`src/rtl/pc_pkg.sv`:
```
// Shared definitions for the fetch-stage program counter: redirect modes,
// default vectors and the sequential increment.
package pc_pkg;

    typedef enum logic [1:0] {
        PC_SEQ  = 2'b00,
        PC_JUMP = 2'b01,
        PC_CALL = 2'b10,
        PC_RET  = 2'b11
    } pc_mode_t;

    localparam logic [31:0] PC_RESET_VECTOR_DEFAULT = 32'h1A00_0000;
    localparam logic [31:0] PC_TRAP_VECTOR_DEFAULT  = 32'h1A00_0080;
    localparam int          PC_INCR                 = 4;

    // Instruction addresses must be word aligned.
    function automatic logic pc_is_aligned(input logic [1:0] lsb);
        return lsb == 2'b00;
    endfunction

endpackage

```
`src/rtl/pc_if.sv`:
```
// Bundle between the decode/trap logic (master) and the PC unit (slave).
interface pc_if #(
    parameter int XLEN = 32
);
    logic            ENABLE;
    logic [1:0]      MODE;
    logic [XLEN-1:0] D;
    logic            TRAP;
    logic            TRAP_RET;
    logic [XLEN-1:0] PC_OUT;
    logic [XLEN-1:0] EPC_OUT;
    logic            FAULT;
    logic            RAS_EMPTY;
    logic            RAS_FULL;

    modport master (
        output ENABLE, MODE, D, TRAP, TRAP_RET,
        input  PC_OUT, EPC_OUT, FAULT, RAS_EMPTY, RAS_FULL
    );

    modport slave (
        input  ENABLE, MODE, D, TRAP, TRAP_RET,
        output PC_OUT, EPC_OUT, FAULT, RAS_EMPTY, RAS_FULL
    );
endinterface

```
`src/rtl/pc_ras.sv`:
```
// Circular return-address stack: a push when full silently overwrites the
// oldest entry, and the count saturates at DEPTH.
module pc_ras #(
    parameter int XLEN  = 32,
    parameter int DEPTH = 4
) (
    input  logic            CLK,
    input  logic            RES,
    input  logic            push,
    input  logic            pop,
    input  logic [XLEN-1:0] push_data,
    output logic [XLEN-1:0] top_data,
    output logic            empty,
    output logic            full
);
    localparam int PW = (DEPTH > 1) ? $clog2(DEPTH) : 1;
    localparam int CW = PW + 1;

    logic [PW-1:0]   ptr_reg, ptr_next;
    logic [CW-1:0]   count_reg, count_next;
    logic [XLEN-1:0] entry_reg [DEPTH];

    always_comb begin
        ptr_next   = ptr_reg;
        count_next = count_reg;
        if (push) begin
            ptr_next = ptr_reg + PW'(1);
            if (count_reg != CW'(DEPTH))
                count_next = count_reg + CW'(1);
        end else if (pop && count_reg != '0) begin
            ptr_next   = ptr_reg - PW'(1);
            count_next = count_reg - CW'(1);
        end
    end

    always_ff @(posedge CLK) begin
        if (RES) begin
            ptr_reg   <= '0;
            count_reg <= '0;
        end else begin
            ptr_reg   <= ptr_next;
            count_reg <= count_next;
        end
    end

    generate
        for (genvar gi = 0; gi < DEPTH; gi++) begin : g_entry
            always_ff @(posedge CLK) begin
                if (RES)
                    entry_reg[gi] <= '0;
                else if (push && ptr_reg == PW'(gi))
                    entry_reg[gi] <= push_data;
            end
        end
    endgenerate

    // The pointer addresses the next free slot, so the top lives one below it.
    assign top_data = entry_reg[ptr_reg - PW'(1)];
    assign empty    = (count_reg == '0);
    assign full     = (count_reg == CW'(DEPTH));

endmodule

```
`src/rtl/pc_ctrl.sv`:
```
// RV32 fetch program counter: next-PC selection, trap entry/return with EPC,
// call/return through the RAS and rejection of misaligned or unmatched redirects.
module pc_ctrl
    import pc_pkg::*;
#(
    parameter int              XLEN         = 32,
    parameter logic [XLEN-1:0] RESET_VECTOR = XLEN'(PC_RESET_VECTOR_DEFAULT),
    parameter logic [XLEN-1:0] TRAP_VECTOR  = XLEN'(PC_TRAP_VECTOR_DEFAULT),
    parameter int              RAS_DEPTH    = 4
) (
    input  logic CLK,
    input  logic RES,
    pc_if.slave  bus
);
    localparam logic [XLEN-1:0] INCR = XLEN'(PC_INCR);

    generate
        if (RESET_VECTOR[1:0] != 2'b00) begin : g_bad_reset_vector
            $error("pc_ctrl: RESET_VECTOR must be 4-byte aligned");
        end
        if (TRAP_VECTOR[1:0] != 2'b00) begin : g_bad_trap_vector
            $error("pc_ctrl: TRAP_VECTOR must be 4-byte aligned");
        end
        if (RAS_DEPTH < 2 || (RAS_DEPTH & (RAS_DEPTH - 1)) != 0) begin : g_bad_ras_depth
            $error("pc_ctrl: RAS_DEPTH must be a power of two >= 2");
        end
    endgenerate

    logic [XLEN-1:0] pc_reg, pc_next;
    logic [XLEN-1:0] epc_reg, epc_next;
    logic            fault_reg, fault_next;
    logic            ras_push, ras_pop;
    logic [XLEN-1:0] ras_top;
    logic            ras_empty, ras_full;
    logic [XLEN-1:0] pc_seq;
    logic            target_ok;

    assign pc_seq    = pc_reg + INCR;
    assign target_ok = pc_is_aligned(bus.D[1:0]);

    always_comb begin
        pc_next    = pc_reg;
        epc_next   = epc_reg;
        fault_next = 1'b0;
        ras_push   = 1'b0;
        ras_pop    = 1'b0;
        if (bus.TRAP) begin
            epc_next = pc_reg;
            pc_next  = TRAP_VECTOR;
        end else if (bus.TRAP_RET) begin
            pc_next = epc_reg;
        end else if (bus.ENABLE) begin
            case (pc_mode_t'(bus.MODE))
                PC_SEQ:  pc_next = pc_seq;
                PC_JUMP: begin
                    if (target_ok) pc_next = bus.D;
                    else           fault_next = 1'b1;
                end
                PC_CALL: begin
                    if (target_ok) begin
                        pc_next  = bus.D;
                        ras_push = 1'b1;
                    end else begin
                        fault_next = 1'b1;
                    end
                end
                PC_RET: begin
                    if (!ras_empty) begin
                        pc_next = ras_top;
                        ras_pop = 1'b1;
                    end else begin
                        fault_next = 1'b1;
                    end
                end
                default: pc_next = pc_reg;
            endcase
        end
    end

    always_ff @(posedge CLK) begin
        if (RES) begin
            pc_reg    <= RESET_VECTOR;
            epc_reg   <= '0;
            fault_reg <= 1'b0;
        end else begin
            pc_reg    <= pc_next;
            epc_reg   <= epc_next;
            fault_reg <= fault_next;
        end
    end

    // Return address is the instruction after the call, wrapping at 2^XLEN.
    pc_ras #(
        .XLEN  (XLEN),
        .DEPTH (RAS_DEPTH)
    ) u_ras (
        .CLK       (CLK),
        .RES       (RES),
        .push      (ras_push),
        .pop       (ras_pop),
        .push_data (pc_seq),
        .top_data  (ras_top),
        .empty     (ras_empty),
        .full      (ras_full)
    );

    assign bus.PC_OUT    = pc_reg;
    assign bus.EPC_OUT   = epc_reg;
    assign bus.FAULT     = fault_reg;
    assign bus.RAS_EMPTY = ras_empty;
    assign bus.RAS_FULL  = ras_full;

endmodule

```
`src/flat_wrapper.sv`:
```
// flat-port wrapper written by rule: the top's interface ports become plain ports
module pc_ctrl_flat import pc_pkg::*;
#(
    parameter int              XLEN         = 32,
    parameter logic [XLEN-1:0] RESET_VECTOR = XLEN'(PC_RESET_VECTOR_DEFAULT),
    parameter logic [XLEN-1:0] TRAP_VECTOR  = XLEN'(PC_TRAP_VECTOR_DEFAULT),
    parameter int              RAS_DEPTH    = 4
)
  (CLK, RES, bus_ENABLE, bus_MODE, bus_D, bus_TRAP, bus_TRAP_RET, bus_PC_OUT, bus_EPC_OUT, bus_FAULT, bus_RAS_EMPTY, bus_RAS_FULL);
  pc_if #(.XLEN(XLEN)) bus_i ();
  input  logic CLK;
  input  logic RES;
  input wire logic [$bits(bus_i.ENABLE)-1:0] bus_ENABLE;
  input wire logic [$bits(bus_i.MODE)-1:0] bus_MODE;
  input wire logic [$bits(bus_i.D)-1:0] bus_D;
  input wire logic [$bits(bus_i.TRAP)-1:0] bus_TRAP;
  input wire logic [$bits(bus_i.TRAP_RET)-1:0] bus_TRAP_RET;
  output wire logic [$bits(bus_i.PC_OUT)-1:0] bus_PC_OUT;
  output wire logic [$bits(bus_i.EPC_OUT)-1:0] bus_EPC_OUT;
  output wire logic [$bits(bus_i.FAULT)-1:0] bus_FAULT;
  output wire logic [$bits(bus_i.RAS_EMPTY)-1:0] bus_RAS_EMPTY;
  output wire logic [$bits(bus_i.RAS_FULL)-1:0] bus_RAS_FULL;
  assign bus_i.ENABLE = bus_ENABLE;
  assign bus_i.MODE = bus_MODE;
  assign bus_i.D = bus_D;
  assign bus_i.TRAP = bus_TRAP;
  assign bus_i.TRAP_RET = bus_TRAP_RET;
  assign bus_PC_OUT = bus_i.PC_OUT;
  assign bus_EPC_OUT = bus_i.EPC_OUT;
  assign bus_FAULT = bus_i.FAULT;
  assign bus_RAS_EMPTY = bus_i.RAS_EMPTY;
  assign bus_RAS_FULL = bus_i.RAS_FULL;
  pc_ctrl #(.XLEN(XLEN), .RESET_VECTOR(RESET_VECTOR), .TRAP_VECTOR(TRAP_VECTOR), .RAS_DEPTH(RAS_DEPTH)) u_core (.CLK(CLK), .RES(RES), .bus(bus_i));
endmodule
```
`config.mk`:
```
export PLATFORM = sky130hd
export DESIGN_NAME = pc_ctrl_flat
export DESIGN_NICKNAME = d
export VERILOG_FILES = /design/src/rtl/pc_pkg.sv /design/src/rtl/pc_if.sv /design/src/rtl/pc_ras.sv /design/src/rtl/pc_ctrl.sv /design/src/flat_wrapper.sv
export SDC_FILE = /design/constraint.sdc
export NUM_CORES = 1
export LEC_CHECK = 0
export ABC_AREA = 1
export ABC_CLOCK_PERIOD_IN_PS = 2400
export BUFFER_PORTS_ARGS = -buffer_cell sky130_fd_sc_hd__buf_4
export CAP_MARGIN = 20
export CORE_MARGIN = 2
export CORE_UTILIZATION = 35
export CTS_CLUSTER_DIAMETER = 60
export DETAILED_ROUTE_END_ITERATION = 8
export PLACE_DENSITY = 0.63
export SKIP_LAST_GASP = 1
export SYNTH_ARGS = -nofsm -noshare
export SYNTH_HDL_FRONTEND = slang
export SYNTH_SLANG_ARGS = --single-unit
```
`constraint.sdc`:
```
create_clock -name CLK -period 2.4 [get_ports CLK]
set_clock_uncertainty 0.2 [all_clocks]
set_input_delay 0.48 -clock CLK [delete_from_list [all_inputs] [get_ports CLK]]
set_output_delay 0.48 -clock CLK [all_outputs]
set_load 0.005 [all_outputs]
```
After elaboration in Yosys (flattened, before gate mapping):

Memories as Yosys holds them, arrays and structs flattened.
Cells that the tools add are included.

* $add $sub $neg: 5
* multiply operators: 0
* divide/modulo/power cells: 0
* magnitude comparators: 0
* eq/ne operators: 13
* shift operators: 0
* multiplexer cells: 42
* bitwise logic cells: 5
* reductions and logical operators: 19

Operators with widths (count)
* 32-bit 2-to-1 mux: 8
* 32-bit case mux with 3 select lines: 1
* 32-bit by 3-bit adder with 32-bit output (second input constant): 1
* 1-bit 2-to-1 mux: 26
* 3-bit 2-to-1 mux: 3
* 2-bit equality test (second input constant): 4
* 8-bit 2-to-1 mux: 1
* 2-bit logical NOT: 3
* 3-bit inequality test (second input constant): 2
* 3-bit AND reduction: 2
* 3-bit nonzero test: 2
* 1-bit logical AND: 5
* 2-bit by 1-bit equality test with 1-bit output (second input constant): 2
* 2-bit 2-to-1 mux: 2
* 4-bit by 1-bit inequality test with 1-bit output (second input constant): 1
* 4-bit inequality test (second input constant): 1
* 1-bit bitwise OR: 4
* 2-bit nonzero test: 2
* 2-bit OR reduction: 2
* 4-bit OR reduction: 1
* 3-bit by 1-bit adder with 3-bit output (second input constant): 1
* 3-bit equality test (second input constant): 1
* 3-bit logical NOT: 1
* 3-bit by 1-bit inequality test with 1-bit output (second input constant): 1
* 7 further kinds: 7

* register bits after elaboration: 70
* latch bits: 0
* bits in writable memories: 128
* memory bits (read-only): 0
* input port bits: 39
* word-level logic and storage cells: 91
* memories kept: 1

Memory list
* u_core.u_ras.entry_reg: words 4, bits a word 32, read ports 1, clocked after memory_dff 0, write ports 4, line pc_ras.sv:21 `logic [XLEN-1:0] entry_reg [DEPTH];`

Logic depth before layout (Yosys ltp):

* depth after elaboration: 11
* depth in mapped cells: 14
* gate-level depth less buffers: 12

By module:

A second synthesis with hierarchy kept.

* cell total of the unflattened synthesis: 1189
* area total of the unflattened synthesis: 10017.1 µm²

By module, submodules not included
* pc_ras: instances 1, cells an instance 549, area each 5855.6 µm², seq. area each 3943.8 µm²
* pc_ctrl: instances 1, cells an instance 640, area each 4161.5 µm², seq. area each 1301.2 µm²

Least setup slack after synthesis:

OpenSTA, ideal clock, no wires.

* path type: input port to flip-flop
* from: in bus_TRAP
* to: mem u_core.u_ras.entry_reg[0][0] (enable)
* library setup time: 0.389 ns
* arrival: 1.777 ns
* required time: 1.811 ns
* setup slack: 0.033 ns
* cell stages on the path: 7
* path buffers: 2
* path through: buf_2 > clkinv_2 > nand3_2 > nor2_2 > buf_4 > nand2_1 > nand2_1

RTL lines
* start: declaration: line flat_wrapper.sv:16 `input wire logic [$bits(bus_i.TRAP)-1:0] bus_TRAP;`
* end: declaration: line pc_ras.sv:21

Worst setup path after layout:

* from: reg u_core.u_ras.ptr_reg[1]
* to: reg u_core.pc_reg[13] (netlist: u_core.bus.PC_OUT[13])

* longest elaborated chain between the ends: 6

Ends and longest elaborated chain
* start: declaration: line pc_ras.sv:19 `logic [PW-1:0] ptr_reg, ptr_next;`
* start signal: assignment: line pc_ras.sv:41 `ptr_reg <= ptr_next;`
* 2-bit by 1-bit subtractor with 2-bit output: line pc_ras.sv:58 `assign top_data = entry_reg[ptr_reg - PW'(1)];`
* memory read 4 x 32 bit
* 32-bit 2-to-1 mux: line pc_ctrl.sv:68 `if (!ras_empty) begin`
* 32-bit case mux with 3 select lines: line pc_ctrl.sv:53 `case (pc_mode_t'(bus.MODE))`
* 32-bit 2-to-1 mux: line pc_ctrl.sv:52 `end else if (bus.ENABLE) begin`
* 32-bit 2-to-1 mux: line pc_ctrl.sv:50 `end else if (bus.TRAP_RET) begin`
* end signal: assignment: line pc_ctrl.sv:86 `pc_reg <= pc_next;`
* end: declaration: line pc_ctrl.sv:29 `logic [XLEN-1:0] pc_reg, pc_next;`

Every way passes these cells. The select of a mux whose other input is x is not followed.
A chain may end at the register's enable or synchronous reset.

==> flow_summary.rst <==
.. list-table::
   :header-rows: 1

   * - Metric
     - Value
   * - Outcome
     - finished clean
   * - Footprint of the multi-input gates
     - about 4000 um2
   * - Total of buffers placed on input and output ports
     - about 110
   * - Critical-path cell with the highest stage delay
     - sky130_fd_sc_hd__dfxtp_1
   * - TritonCTS clock tree
     - built
   * - Area used by sequential logic in the layout
     - roughly 5200 um2
   * - Post-synthesis cell type with the largest combined area
     - sky130_fd_sc_hd__edfxtp_1
   * - Die Ht
     - around 170 um
   * - Power Density
     - between 600 and 700 nW/um2
   * - Cts repair resizes
     - 0
   * - Final instance area
     - roughly 12000 um2
   * - Share of flip-flops with an asynchronous set or reset after synthesis
     - 0%
   * - GRT Overall Usage
     - 21.77%
   * - ANT nets after route
     - 0
   * - Kind of launch point of the worst setup path
     - register
   * - Fraction of layout instances using a drive strength above 1
     - between 10% and 20%
   * - Placeable core area
     - approximately 28000 um2
   * - Number of antenna violations at the first check in global routing
     - 0
   * - Setup violations, final
     - 0
   * - Flip-flop count of the largest register, all copies and words added
     - ~130
   * - Crit path cell chain
     - inv_1, ha_1, buf_4, o21ai_0, o22ai_1, nand2_1, a21oi_1, o21ai_0, inv_1
   * - Leakage dissipation
     - 4.736 nW
   * - Worst Hold Margin
     - roughly 0.096 ns
   * - Number of instances in the synthesized netlist
     - around 1200
   * - DRC
     - 0
   * - Nature of the critical path endpoint
     - register
   * - Net count after synthesis
     - around 1300
   * - Number of hold buffers added after CTS
     - 0
   * - Most area-consuming cells after synthesis
     - sky130_fd_sc_hd__edfxtp_1 39%, sky130_fd_sc_hd__dfxtp_1 14%, sky130_fd_sc_hd__nand2_1 10%
   * - Fraction of post-synthesis cell area in the top cell type by area
     - between 30% and 40%
   * - Most frequent cells after synthesis
     - 269 x sky130_fd_sc_hd__nand2_1, 222 x sky130_fd_sc_hd__nor2_1, 128 x sky130_fd_sc_hd__edfxtp_1
   * - Max-cap check violation count
     - 0
   * - X dimension of the die
     - 172.3 um
   * - Total buffers and inverters traversed by the critical path
     - 3
   * - Type of the tightest min-delay check
     - input port to register
   * - Std cell rows
     - a little over 60
   * - Startpoint-to-endpoint class of the critical path
     - register to register
   * - Number of non-filler instances in the completed layout
     - 1722
   * - Unrepaired setup endpoints after global routing
     - false
   * - Global-route wire length before repair
     - ~48000 um
   * - Number of synthesized flops with an enable pin
     - between 100 and 150
   * - Number of synthesized register bits
     - around 200
   * - Area of the die
     - slightly below 30000 um2
   * - H-tree lvl count
     - 4
   * - Routability cong.
     - slightly below 1
   * - Max clock buf depth
     - 2
   * - Clock root cell
     - sky130_fd_sc_hd__clkbuf_16
   * - Post-Syn Area
     - approximately 9900 um2
   * - Via count of the first global-routing pass
     - approximately 8400
   * - Worst IR drop on VDD
     - 0.0004387 V
   * - Post-detailed-route via-to-cell ratio
     - about 5.2
   * - Rel. slew slack
     - between 40% and 50%
   * - Tmin final
     - between 2 and 2.5 ns
   * - Sum of routed wire length over all layers
     - 31550 um
   * - HPWL reported at the end of detailed placement
     - approximately 22000 um
   * - Yosys warnings
     - 0
   * - Part of the cycle the worst path needs
     - between 90% and 100%
   * - Required time reported for the critical path endpoint
     - roughly 2.6 ns
   * - Area overhead of the layout relative to synthesis
     - 21.44%
   * - Average cell area after synthesis
     - ~8 um2
   * - Clock network latency to the later pin of the worst-skew pair
     - around 0.44 ns
   * - Top-level I/O count
     - between 100 and 150
   * - Critical Path Max Stage Delay
     - slightly below 0.4 ns
   * - Starting DRT DRC Count
     - ~900
   * - Library cell with the highest instance count after synthesis
     - sky130_fd_sc_hd__nand2_1
   * - Leading register cell type out of synthesis
     - sky130_fd_sc_hd__edfxtp_1
   * - Initial Util
     - between 30% and 40%
   * - Number of hold-slack violations in the final timing report
     - 0
   * - Count of vias placed by the detailed router
     - around 9000
   * - Clk pin slew, worst setup/hold paths
     - 0.07 ns
   * - Cells after DPL
     - 1690
   * - Largest delay contributor family on the critical path
     - compound AO/OA/AOI/OAI gates
   * - Max-slew violations
     - 0
   * - Tightest Pin Transition
     - between 0.7 and 0.8 ns
   * - Data arrival at the endpoint of the critical path
     - 2.44 ns
   * - Fmax
     - about 440 MHz
   * - Library cells used by synthesis
     - 39
   * - Count of buffers added by post-CTS timing repair for setup
     - 0
   * - Number of inserted filler cells in the final layout
     - ~2800
   * - Largest net degree at the start of global routing
     - 69
   * - ANT cells
     - 0
   * - Total cell area at the placement stage
     - about 11000 um2
   * - First-pass detailed-route iteration total
     - 5
   * - Number of clock sinks seen by CTS
     - 198
   * - Clock buffers created by TritonCTS
     - 17
   * - Detailed-route wire length per cell
     - roughly 18 um
   * - Leftover overflow at the end of global routing
     - 0
   * - Sequential area share after synthesis
     - between 50% and 60%
   * - Final net count
     - 1379
   * - Peak fanout along the critical path
     - 16
==> cell type report <==
type                    count  share of cell area [%]
repair buffers            163                   11.31
well taps                 378                   3.930
inverters                  90                   2.818
clock buffers              22                   4.304
multi-input cells         861                   33.25
flip-flops and latches    198                   43.60
clock inverters            10                  0.7902
==> layer usage <==
layer  part of all wire [%]  vias up  GRT usage (%)
met3                    8.4       57          3.868
met5                      0        -              0
met1                     42     4234          29.19
li1                       -     4266              -
met2                     47      414          35.59
met4                    2.6        0          7.417
==> power breakdown <==
| part | internal [mW] | switching, mW |
|---|---|---|
| registers | 3.74 | 0.0874 |
| logic | 0.302 | 0.496 |
| clock network | 1.62 | 1.33 |
==> final timing paths <==
check	start	endpoint	slack, ns	depth (start not counted)
worst min register to register	u_core.bus.EPC_OUT[7]$_SDFFE_PP0P_	u_core.bus.EPC_OUT[7]$_SDFFE_PP0P_	0.31	2
worst max-delay path	u_core.u_ras.ptr_reg[1]$_SDFFE_PP0P_	u_core.bus.PC_OUT[13]$_SDFFE_PP0P_	0.14	9
worst min-delay path	RES	u_core.u_ras.ptr_reg[1]$_SDFFE_PP0P_	0.1	2
worst max register to register	u_core.u_ras.ptr_reg[1]$_SDFFE_PP0P_	u_core.bus.PC_OUT[13]$_SDFFE_PP0P_	0.14	9
==> logic make-up (layout without fill, tap and decap cells) <==
group	count (synthesis)	in the layout	synth area share [%]
AO/OA/AOI/OAI	231	231	12.46
XOR/XNOR	12	12	1.136
adder cells (fa/ha/maj)	9	9	1.212
buffers and inverters	160	285	6.692
flip-flops	198	198	52.93
AND/OR/NAND/NOR	609	609	25.57
==> through the flow <==
| step | setup slack (ns) | utilization, % | TNS (ns) | power (mW) |
|---|---|---|---|---|
| final | 0.1424 | 43.20 | 0 | 7.581 |
| after CTS | 0.1637 | 43.20 | 0 | 7.579 |
| after global routing | 0.002106 | 43.20 | 0 | 7.817 |
| after floorplan | 0.03301 | - | 0 | 4.290 |
| after global placement | -0.09579 | 41.00 | -0.09579 | 4.684 |
| after detailed placement | -0.08184 | 41.00 | -0.08184 | 4.692 |
==> layout by cell type, fill, tap and decap left out, types with 4 or more instances in the layout <==
cell and count:
sky130_fd_sc_hd__a21oi_1 101, sky130_fd_sc_hd__a22oi_1 15, sky130_fd_sc_hd__buf_12 11, sky130_fd_sc_hd__buf_4 152, sky130_fd_sc_hd__clkbuf_16 20, sky130_fd_sc_hd__dfxtp_1 69, sky130_fd_sc_hd__edfxtp_1 128, sky130_fd_sc_hd__ha_1 8
sky130_fd_sc_hd__inv_1 84, sky130_fd_sc_hd__inv_2 4, sky130_fd_sc_hd__inv_6 4, sky130_fd_sc_hd__nand2_1 269, sky130_fd_sc_hd__nand2_2 6, sky130_fd_sc_hd__nand3_1 77, sky130_fd_sc_hd__nand3_2 5, sky130_fd_sc_hd__nand3b_1 6
sky130_fd_sc_hd__nor2_1 222, sky130_fd_sc_hd__nor2_2 12, sky130_fd_sc_hd__nor2_4 4, sky130_fd_sc_hd__o21ai_0 88, sky130_fd_sc_hd__o21ai_1 4, sky130_fd_sc_hd__o22ai_1 13, sky130_fd_sc_hd__xor2_1 8
(Power assumes the default switching activity.)
